$ cat src/rtl/parity_codec_pkg.sv
// Shared definitions for the parity-protected one-hot link (encoder and decoder sides).
package parity_codec_pkg;

    // Default link geometry: 3-bit index expands to an 8-bit one-hot word.
    localparam int unsigned CODE_W_DFLT = 3;
    localparam int unsigned OUT_W_DFLT  = 2 ** CODE_W_DFLT;

    typedef enum logic [0:0] {
        StRun,
        StHalt
    } dec_state_e;

    // XOR reduction over a zero-extended word; both sides of the link use this.
    function automatic logic calc_parity(input logic [31:0] v);
        return ^v;
    endfunction

endpackage

$ cat src/rtl/parity_err_tracker.sv
// Parity error bookkeeping: saturating total count, consecutive-error run and RUN/HALT FSM.
module parity_err_tracker
    import parity_codec_pkg::*;
#(
    parameter int unsigned ERR_CNT_W = 8,
    parameter int unsigned ERR_LIMIT = 4
) (
    input  logic                 clk,
    input  logic                 rst_n,
    input  logic                 clr,
    input  logic                 acc_good,
    input  logic                 acc_bad,
    output logic [ERR_CNT_W-1:0] err_cnt,
    output logic                 halted
);

    // ERR_LIMIT is at most 15, so a 4-bit run counter always suffices.
    localparam int unsigned CONSEC_W = 4;

    dec_state_e            state_q, state_d;
    logic [CONSEC_W-1:0]   consec_q, consec_d;
    logic [CONSEC_W-1:0]   consec_inc;
    logic [ERR_CNT_W-1:0]  err_q, err_d;

    assign consec_inc = consec_q + CONSEC_W'(1);

    // Next-state: clr has priority over any accept in the same cycle.
    always_comb begin
        state_d  = state_q;
        consec_d = consec_q;
        err_d    = err_q;
        if (clr) begin
            state_d  = StRun;
            consec_d = '0;
            err_d    = '0;
        end else if (acc_bad) begin
            if (err_q != '1) begin
                err_d = err_q + ERR_CNT_W'(1);
            end
            // Intake stops at the limit, so the run counter never wraps.
            consec_d = consec_inc;
            if (consec_inc >= CONSEC_W'(ERR_LIMIT)) begin
                state_d = StHalt;
            end
        end else if (acc_good) begin
            consec_d = '0;
        end
    end

    // State and counter registers.
    always_ff @(posedge clk or negedge rst_n) begin
        if (!rst_n) begin
            state_q  <= StRun;
            consec_q <= '0;
            err_q    <= '0;
        end else begin
            state_q  <= state_d;
            consec_q <= consec_d;
            err_q    <= err_d;
        end
    end

    assign err_cnt = err_q;
    assign halted  = (state_q == StHalt);

endmodule

$ cat src/rtl/onehot_parity_decoder.sv
// Receive-side decoder: parity-checks 3-bit index codes and expands them to one-hot words
// behind a registered valid/ready output stage.
// Optional macro PARITY_DECODER_STATS_EN adds word_cnt, a 16-bit count of accepted good words.
module onehot_parity_decoder
    import parity_codec_pkg::*;
#(
    parameter int unsigned CODE_W     = CODE_W_DFLT,
    parameter int unsigned ERR_CNT_W  = 8,
    parameter int unsigned ERR_LIMIT  = 4,
    parameter bit          PARITY_ODD = 1'b0,
    localparam int unsigned OUT_W     = 2 ** CODE_W
) (
    input  logic                 clk,
    input  logic                 rst_n,
    input  logic                 en,
    input  logic                 clr,
    input  logic                 in_valid,
    output logic                 in_ready,
    input  logic [CODE_W-1:0]    in_code,
    input  logic                 in_par,
    output logic                 out_valid,
    input  logic                 out_ready,
    output logic [OUT_W-1:0]     out_d,
    output logic                 out_err,
    output logic [ERR_CNT_W-1:0] err_cnt,
    output logic                 halted
`ifdef PARITY_DECODER_STATS_EN
    ,
    output logic [15:0]          word_cnt
`endif
);

    logic             acc;
    logic             par_ok;
    logic [OUT_W-1:0] dec;
    logic             out_valid_q;
    logic             out_err_q;
    logic [OUT_W-1:0] out_d_q;

    // Output slot is free when empty or being drained this cycle.
    assign in_ready = en & ~halted & (~out_valid_q | out_ready);
    assign acc      = in_valid & in_ready;
    assign par_ok   = (calc_parity(32'({in_code, in_par})) == PARITY_ODD);

    // One-hot expansion; a bad word decodes to all zeros.
    always_comb begin
        dec = '0;
        if (par_ok) begin
            dec[in_code] = 1'b1;
        end
    end

    // Output register: load on accept, otherwise clear valid once consumed.
    always_ff @(posedge clk or negedge rst_n) begin
        if (!rst_n) begin
            out_valid_q <= 1'b0;
            out_d_q     <= '0;
            out_err_q   <= 1'b0;
        end else if (acc) begin
            out_valid_q <= 1'b1;
            out_d_q     <= dec;
            out_err_q   <= ~par_ok;
        end else if (out_ready) begin
            out_valid_q <= 1'b0;
        end
    end

    assign out_valid = out_valid_q;
    assign out_d     = out_d_q;
    assign out_err   = out_err_q;

    parity_err_tracker #(
        .ERR_CNT_W (ERR_CNT_W),
        .ERR_LIMIT (ERR_LIMIT)
    ) u_tracker (
        .clk      (clk),
        .rst_n    (rst_n),
        .clr      (clr),
        .acc_good (acc & par_ok),
        .acc_bad  (acc & ~par_ok),
        .err_cnt  (err_cnt),
        .halted   (halted)
    );

`ifdef PARITY_DECODER_STATS_EN
    logic [15:0] word_cnt_q;

    // Good-word counter, wraps modulo 2^16; clr wins over a same-cycle accept.
    always_ff @(posedge clk or negedge rst_n) begin
        if (!rst_n) begin
            word_cnt_q <= '0;
        end else if (clr) begin
            word_cnt_q <= '0;
        end else if (acc && par_ok) begin
            word_cnt_q <= word_cnt_q + 16'd1;
        end
    end

    assign word_cnt = word_cnt_q;
`endif

endmodule

$ cat config.mk
export PLATFORM = sky130hd
export DESIGN_NAME = onehot_parity_decoder
export DESIGN_NICKNAME = d
export VERILOG_FILES = /design/src/rtl/parity_codec_pkg.sv /design/src/rtl/parity_err_tracker.sv /design/src/rtl/onehot_parity_decoder.sv
export SDC_FILE = /design/constraint.sdc
export NUM_CORES = 1
export LEC_CHECK = 0
export ABC_AREA = 1
export ABC_CLOCK_PERIOD_IN_PS = 1250
export BUFFER_PORTS_ARGS = -buffer_cell sky130_fd_sc_hd__buf_4
export CAP_MARGIN = 10
export CORE_MARGIN = 8
export CORE_UTILIZATION = 47
export DETAILED_ROUTE_END_ITERATION = 6
export MAX_ROUTING_LAYER = met4
export PLACE_DENSITY = 0.72
export SYNTH_ARGS = -nofsm -noshare
export SYNTH_HDL_FRONTEND = slang
export SYNTH_SLANG_ARGS = --single-unit
$ cat constraint.sdc
create_clock -name clk -period 1.25 [get_ports clk]
set_clock_uncertainty 0.1 [all_clocks]
set_input_delay 0.0625 -clock clk [delete_from_list [all_inputs] [get_ports clk]]
set_output_delay 0.0625 -clock clk [all_outputs]
set_load 0.01 [all_outputs]
==> flow_summary.toml <==
[global_routing]
antenna_found_initial = 0
gr-usage-all-layers = 0.1471
grt_max_degree = 24
overflow = 0
grt_first_pass_wirelength_um = 5313
first_global_vias = 1291

[detailed_routing]
wl_per_cell_um = 13.05
drc = 0
vias = 1261
ant_nets = 0
first_pass_iters = 4
wl_um = 3210
viasPerCell = 5.126
first_iter_violations = 60

[timing]
fin_ws_ps = -132.7
hold_slack_ps = 49.60
fmax_mhz = 723.2
timing.final.crit_share = 1.106
fin_setup_tns_ps = -1564
fin_crit_ps = 1383
final_max_slew_viol_count = 0
setup-violations-final = 19
rsz0062_at_grt = "true"
final_hold_viol_count = 0
relSlewSlack = 0.7619
tightest_slew_ps = 356.6

[worst_setup_path]
crit_path_max_incr_delay_ps = 410
critPathKind = "reg2reg"
crit_arrival_ps = 1490
critPathRequiredTime_ps = 1350
cp_slowest_cell = "dfrtp_1"
cpMostUsedCell = "nand2_2"
r2r_slack_ps = -130
path_cells = "nand2_2, nand4_4, nor2_8, buf_12, nand2_8, nand3_2, nand2_2"
cp-end-kind = "flip-flop"
crit_fanout = 8
cp-start-kind = "flip-flop"

[clock_network]
clkSlewWorstSetupHoldPaths_ps = 120
insertion_delay_ps = 300
cts_buffers = 3
tritoncts = "built"
cts.sinks = 23
htreeDepth = 1
cts_buffer_depth = 2
cts_root_buffer = "clkbuf_4"

[power]
power_density_nw_per_um2 = 769.5
power.leakage_nw = 1.093
ir_drop_mv = 0.7572
power_mw = 1.504

[floorplanning]
ios = 30
dieArea_um2 = 4701
core-area_um2 = 2686
dieWidth_um = 68.57
initial_utilization = 0.4835
die_h_um = 68.57
rows = 19

[logic_synthesis]
synthesis.area_um2 = 1299
synth.net_count = 171
synthTopCellsByArea = "dfrtp_1 44%, nand2_1 13%, nand3_1 8.9%, ha_1 5.8%, inv_1 4.6%"
synth_top_area_cell = "dfrtp_1"
synth_warnings = 0
synthCells = 155
ys_types = 25
synth_top_area_share = 0.4432
synth_seq_area_share = 0.4432
ys_ff_latch = 23
postSynthAreaPerCell_um2 = 8.379

[run]
drv_cap = 0

[layout]
layout_commonest_cell = "buf_4"
syn2layout_area_growth_pct = 50.48
instances_no_fill = 246
final_nets = 232
diodes = 0
layout_common_cells = "47 x buf_4, 38 x nand2_1, 21 x dfrtp_1"
final_layout_size_suffix_gt1_frac = 0.4558
fin_area_um2 = 1954
final_util = 0.7275

[placement]
dpl_cell_area_um2 = 1732
port_buffers = 29
gp_congestion = 0.7856
dp_hpwl_um = 2381
dp_slack_ps = -268.5
dp_cells = 231

[worst_hold_path]
hold_path.class = "in2reg"

[outcome]
violations = "setup timing"
status = "finished with violations"
synth_stat cells (all sizes together):
cell / instances
a21oi: 2
buf: 3
dfrtp: 23
ha: 6
inv: 19
nand2: 51
nand3: 24
nand3b: 1
nand4: 9
nor2: 7
o21a: 1
o21ai: 4
o21bai: 1
xnor2: 1
xor2: 3
final cells by class:
class | count | area [µm²]
clock buffer | 4 | 26.28
fill | 209 | 732.0
inverter | 19 | 78.83
multi-input combinational | 110 | 739.5
sequential | 23 | 578.1
tap | 31 | 38.79
timing repair buffer | 58 | 486.7
timing repair inverter | 1 | 6.256
where the power goes:
group	switching, mW	leakage (nW)	internal, mW	total, mW
combinational	0.185	0.766	0.177	0.362
clock	0.213	0.0150	0.124	0.338
sequential	0.0264	0.312	0.778	0.805
total	0.424	1.09	1.08	1.50
critical path, delay by kind of cell (launching register included):
| family | cells | cell delay (ps) |
|---|---|---|
| and+or+nand+nor | 6 | 650 |
| DFF | 1 | 410 |
| buffers and inverters | 1 | 120 |
what timing repair did:
item / CTS / global route
buffers inserted: 5 / 3
gates resized for setup: 14 / 14
hold buffers: 2 / 0
hold endpoints to repair: 27 / 0
pin swaps: 7 / 8
endpoints found under the setup margin: 20 / 22
cloned: 0 / 1
state kept, by name, summed over array words and instances, names as in the netlist:
| register | cells |
|---|---|
| out_d | 8 |
| out_err | 1 |
| out_valid | 1 |
| u_tracker.consec_q | 4 |
| u_tracker.err_cnt | 8 |
| u_tracker.halted | 1 |
cells by family after synthesis:
family                     after synthesis  synth area share
AOI/OAI and AO/OA                        8           0.03468
xor gates and xnor gates                 4           0.02698
adders and majority gates                6           0.05780
buffers and inverters                   22           0.07129
DFF                                     23            0.4432
and+or+nand+nor                         92            0.3661
path summary, 6_finish.rpt:
kind,from,to,cells after the start
min,out_ready,out_valid,5
max in group asynchronous,rst_n,u_tracker.err_cnt[1],2
min reg2reg,out_d[2],out_d[2],2
max,out_valid,u_tracker.err_cnt[6],7
max reg2reg,out_valid,u_tracker.err_cnt[6],7
min in group asynchronous,rst_n,out_valid,2
layer usage:
layer	vias to the layer above	global-route usage	part of all wire	wire length (µm)
met5	-	-	0	0
met1	596	0.1599	0.41	1305
met2	33	0.2648	0.54	1736
met4	0	0.05627	0.012	39
met3	4	0.01939	0.040	129
li1	628	-	-	-
(Power assumes the default switching activity.)
